===== src/rtl/input_conditioner.sv =====
// N-channel conditioner for asynchronous board inputs: synchroniser, counter debouncer,
// registered edge pulses and maskable sticky event flags with a summary interrupt.
module input_conditioner #(
    parameter int unsigned     WIDTH           = 16,
    parameter int unsigned     SYNC_STAGES     = 2,
    parameter int unsigned     DEBOUNCE_CYCLES = 100000,
    parameter logic [WIDTH-1:0] RESET_VALUE    = '0
) (
    input  logic             clk,
    input  logic             rst,
    input  logic [WIDTH-1:0] din,
    input  logic [WIDTH-1:0] rise_en,
    input  logic [WIDTH-1:0] fall_en,
    input  logic [WIDTH-1:0] event_clr,
    output logic [WIDTH-1:0] dout,
    output logic [WIDTH-1:0] rise,
    output logic [WIDTH-1:0] fall,
    output logic [WIDTH-1:0] event_flags,
    output logic             irq
);

    localparam int unsigned CNT_W = $clog2(DEBOUNCE_CYCLES + 1);
    localparam logic [CNT_W-1:0] CNT_MAX = CNT_W'(DEBOUNCE_CYCLES - 1);

    logic [WIDTH-1:0] sync_q [SYNC_STAGES];
    logic [WIDTH-1:0] sync_last;
    logic [CNT_W-1:0] cnt_q  [WIDTH];
    logic [CNT_W-1:0] cnt_d  [WIDTH];
    logic [WIDTH-1:0] dout_q, dout_d;
    logic [WIDTH-1:0] rise_q, rise_d;
    logic [WIDTH-1:0] fall_q, fall_d;
    logic [WIDTH-1:0] flags_q, flags_d;

    assign sync_last = sync_q[SYNC_STAGES-1];

    always_ff @(posedge clk) begin
        if (rst) begin
            for (int s = 0; s < SYNC_STAGES; s++) begin
                sync_q[s] <= RESET_VALUE;
            end
        end else begin
            sync_q[0] <= din;
            for (int s = 1; s < SYNC_STAGES; s++) begin
                sync_q[s] <= sync_q[s-1];
            end
        end
    end

    // A channel is accepted on the DEBOUNCE_CYCLES-th consecutive cycle that differs from dout.
    always_comb begin
        dout_d = dout_q;
        rise_d = '0;
        fall_d = '0;
        for (int i = 0; i < WIDTH; i++) begin
            cnt_d[i] = '0;
            if (sync_last[i] != dout_q[i]) begin
                if (cnt_q[i] == CNT_MAX) begin
                    dout_d[i] = sync_last[i];
                    rise_d[i] = sync_last[i];
                    fall_d[i] = ~sync_last[i];
                end else begin
                    cnt_d[i] = cnt_q[i] + CNT_W'(1);
                end
            end
        end
    end

    // Flags are set from the visible pulses, so a clear coinciding with a pulse loses.
    always_comb begin
        flags_d = (flags_q & ~event_clr) | (rise_q & rise_en) | (fall_q & fall_en);
    end

    always_ff @(posedge clk) begin
        if (rst) begin
            for (int i = 0; i < WIDTH; i++) begin
                cnt_q[i] <= '0;
            end
            dout_q  <= RESET_VALUE;
            rise_q  <= '0;
            fall_q  <= '0;
            flags_q <= '0;
        end else begin
            for (int i = 0; i < WIDTH; i++) begin
                cnt_q[i] <= cnt_d[i];
            end
            dout_q  <= dout_d;
            rise_q  <= rise_d;
            fall_q  <= fall_d;
            flags_q <= flags_d;
        end
    end

    assign dout        = dout_q;
    assign rise        = rise_q;
    assign fall        = fall_q;
    assign event_flags = flags_q;
    assign irq         = |flags_q;

endmodule


===== config.mk =====
export PLATFORM = sky130hd
export DESIGN_NAME = input_conditioner
export DESIGN_NICKNAME = d
export VERILOG_FILES = /design/src/rtl/input_conditioner.sv
export SDC_FILE = /design/constraint.sdc
export NUM_CORES = 1
export LEC_CHECK = 0
export ABC_AREA = 1
export CORE_ASPECT_RATIO = 1.2
export CORE_MARGIN = 2
export CORE_UTILIZATION = 60
export CTS_BUF_LIST = sky130_fd_sc_hd__clkbuf_4
export DETAILED_ROUTE_END_ITERATION = 8
export PLACE_DENSITY_LB_ADDON = 0.08
export SETUP_SLACK_MARGIN = 0.1
export SLEW_MARGIN = 10
export SYNTH_ARGS = -nofsm -noshare
export SYNTH_HDL_FRONTEND = slang
export SYNTH_SLANG_ARGS = --single-unit

===== constraint.sdc =====
create_clock -name clk -period 1.79 [get_ports clk]
set_clock_uncertainty 0.2 [all_clocks]
set_input_delay 0.537 -clock clk [delete_from_list [all_inputs] [get_ports clk]]
set_output_delay 0.537 -clock clk [all_outputs]
set_load 0.02 [all_outputs]

==> run_results.csv, run 1 <==
group,metric,value,unit
critical_path,crit_fanout,2,
routing,wire_per_inst,11.89,um
pwr,power_frac_seq,0.543,
pwr,ir_drop,0.6497,mV
synthesis,yosysTopAreaCellShare,0.4368,
job,cap_viol_max_count,0,
pwr,clkPwrFrac,0.431,
pwr,swShare,0.2235,
synthesis,async_reset_ff_frac,0,
timing,slew_viol_final,0,
global_route,grt_pass1_vias,15119,
timing,slew_headroom,0.6452,
timing,setup_viol,65,
synthesis,synth_edf_count,0,
finish,drive_above_1_share,0.1886,
global_route,grt_pass1_wl,62130,um
run_status,violations,"negative setup slack",
floorplanning,initial_utilization,0.6060,
synthesis,synthTopCellsByCount,"nand2_1, nor2_1, dfxtp_1",
pwr,comb_power_share,0.026,
pwr,power_density,725.1,nW/um2
finish,final_cell_count_no_fill,3148,
pwr,p_sw,3.396,mW
routing,avgViaCountPerCell,4.970,
cts,cts_buffers,90,
floorplanning,pin_count,131,
synthesis,yosys.area.top_type,"dfxtp_1",
critical_path,r2r_cells,6,
cts,cts.sinks,368,
cts,htree_num_levels,3,
timing,timing.fmax,387.3,MHz
cts,cts_tree,"built",
place,place_congestion,0.9108,
place,dp.cells,2951,
timing,finalCriticalPeriod,2.582,ns
cts,path_clk_slew,0.07,ns
pwr,p_leak,7.526,nW
synthesis,yosysWarnings,0,
finish,design_area,20960,um2
routing,num_vias,15646,
synthesis,ys_seq_area_frac,0.4368,
place,portBuffers,130,
global_route,grt_usage,0.2478,
critical_path,worst_setup_path_start_kind,"register",
global_route,grt_max_degree,26,
critical_path,crit_type,"reg2out",
cts,clockBufferDepth,3,
synthesis,syn_nets,2491,
cts,insertion_delay,0.70,ns
pwr,p_total,15.19,mW
critical_path,required,1.05,ns
global_route,overflow,0,
routing,drt_iter0_drc,775,
finish,fin_nets,2798,
synthesis,synth_ff_type,"dfxtp_1",
finish,layout.filler_cells,2220,
floorplanning,core_area,27830,um2
routing,dr.pass1.iters,5,
floorplanning,row_count,67,
floorplanning,fp.dieW,157.1,um
run_status,status,"finished, violations left",
worst_hold_path,hp-class,"in2reg",
critical_path,arrival,1.85,ns
floorplanning,fp.dieArea,29470,um2
synthesis,synth.ff_latch_count,368,
routing,drcViolationCount,0,
routing,finalWirelength,37440,um
global_route,antenna_found_initial,1,
timing,period_share,1.443,
place,place_area,18880,um2
floorplanning,die_h,187.7,um
critical_path,end_kind,"primary output",
synthesis,netlist_instances,2409,
synthesis,synth_cell_types,33,
cts,root_buffer,"clkbuf_4",
synthesis,synth_area,16870,um2
synthesis,synth.area.top_cells,"dfxtp_1, nand2_1, nor2_1, inv_1, nand3_1",
synthesis,avgSynthCellArea,7.001,um2
timing,max_slew.worst_pin.slew,0.5297,ns
pwr,p_int,11.80,mW
synthesis,synth.most_common_cell,"nand2_1",
timing,rsz0062_at_grt,"true",
timing,fin_ws,-0.7921,ns
worst_hold_path,holdPathStages,3,
timing,finalHoldViolations,0,
place,dpl.hpwl,25690,um
routing,ant_nets,0,
finish,area_growth,24.24,%
[timing repair]
item	CTS	global route
setup endpoints to repair	165	345
gates cloned	2	10
hold buffers	1	0
hold endpoints to repair	3	0
pin swaps	5	30
gates resized for setup	484	113
setup buffers	21	22
[path summary, 6_finish.rpt]
kind,slack [ns],end,startpoint
setup / recovery,-0.79,irq,event_flags[3]$_SDFF_PP0_
hold / removal,0.06,sync_q[0][22]$_SDFF_PP0_,rst
setup reg to reg,0.17,dout[2]$_SDFFE_PP0P_,cnt_q[0][35]$_SDFF_PP0_
hold reg to reg,0.20,sync_q[0][22]$_SDFF_PP0_,sync_q[0][6]$_SDFF_PP0_
[registers in the layout (all words and copies together), names as in the netlist]
register / cells
rise: 16
cnt_q: 272
fall: 16
event_flags: 16
sync_q: 32
dout: 16
[power groups by stage]
stage	logic, mW	registers [mW]	clock network [mW]
global placement	0.353	8.44	0
floorplan	0.159	8.44	0
detailed placement	0.359	8.44	0
global route	0.426	8.25	7.20
finish	0.388	8.25	6.55
CTS	0.370	8.25	6.76
[critical path, stage by stage (launching register included)]
cell and delay, ns:
dfxtp_2 0.34, nor4_4 0.26, buf_4 0.17, nand4_1 0.16
buf_4 0.21
[per-stage QoR]
| stage | worst slack [ns] | utilization | TNS (ns) | hold slack [ns] |
|---|---|---|---|---|
| after detailed placement | -0.4758 | 0.6784 | -0.9810 | 0.1944 |
| after global placement | -0.4769 | 0.6784 | -0.7317 | 0.1910 |
| after floorplan | 0.1488 | - | 0 | 0.1883 |
| final | -0.7921 | 0.7529 | -9.017 | 0.06042 |
| after CTS | -0.8441 | 0.7322 | -12.39 | 0.005965 |
| after global routing | -0.9039 | 0.7529 | -14.00 | 0.01356 |
[cell type report]
type | count | area (um2) | share of cell area
Antenna cell | 1 | 2.502 | 0.0001194
Clock buffer | 127 | 953.4 | 0.04550
Clock inverter | 17 | 91.34 | 0.004359
Inverter | 315 | 1190 | 0.05678
Multi-Input combinational cell | 1714 | 8577 | 0.4093
Sequential cell | 368 | 7473 | 0.3566
Tap cell | 379 | 474.2 | 0.02263
Timing Repair Buffer | 227 | 2193 | 0.1047
[cells in the final DEF, fill, tap and decap left out, drive strengths merged]
cell type	synthesis	final
xor2	85	85
nand3b	5	5
a31oi	16	16
o21bai	5	5
or2	25	25
nor3	37	37
dfxtp	368	368
o21ai	37	37
clkdlybuf4s50	0	64
nand2	572	584
nand3	153	153
ha	16	16
nor3b	3	3
nand4	49	49
and2	2	2
inv	315	317
xnor2	49	49
clkinv	0	14
diode	0	1
nor4	4	4
nor2	553	553
and3	2	2
bufinv	0	1
a21oi	89	89
clkbuf	0	127
dlygate4sd3	0	1
buf	24	162
[per-layer routing]
metal  vias to the layer above  wire length [um]  GRT usage
met4                         0               654    0.08007
met5                         -                 0          0
met1                      7106             15830     0.2770
met3                        63              1961    0.05477
li1                       8156                 -          -
met2                       321             19000     0.4609
[cell families (layout without fill, tap and decap cells)]
group,count (synthesis),count (layout),share of synthesized area
buffers and inverters,339,686,0.08249
xor gates and xnor gates,134,134,0.06958
and+or+nand+nor,1405,1417,0.3537
DFF,368,368,0.4368
adders and majority gates,16,16,0.01187
other,0,1,0
AOI/OAI and AO/OA,147,147,0.04555
(Power assumes the default switching activity.)
==> run 2, diff against run 1 <==
--- a/config.mk
+++ b/config.mk
@@ -13,7 +13,6 @@
 export DETAILED_ROUTE_END_ITERATION = 8
 export PLACE_DENSITY_LB_ADDON = 0.08
 export SETUP_SLACK_MARGIN = 0.1
-export SLEW_MARGIN = 10
 export SYNTH_ARGS = -nofsm -noshare
 export SYNTH_HDL_FRONTEND = slang
 export SYNTH_SLANG_ARGS = --single-unit
==> results of run 2 <==
Final layout, timing and power as in run 1 (identical DEF).
==> run 3, diff against run 2 <==
--- a/config.mk
+++ b/config.mk
@@ -6,6 +6,7 @@
 export NUM_CORES = 1
 export LEC_CHECK = 0
 export ABC_AREA = 1
+export ABC_CLOCK_PERIOD_IN_PS = 1790
 export CORE_ASPECT_RATIO = 1.2
 export CORE_MARGIN = 2
 export CORE_UTILIZATION = 60
==> results of run 3 <==
Final layout, timing and power as in run 1 (identical DEF).
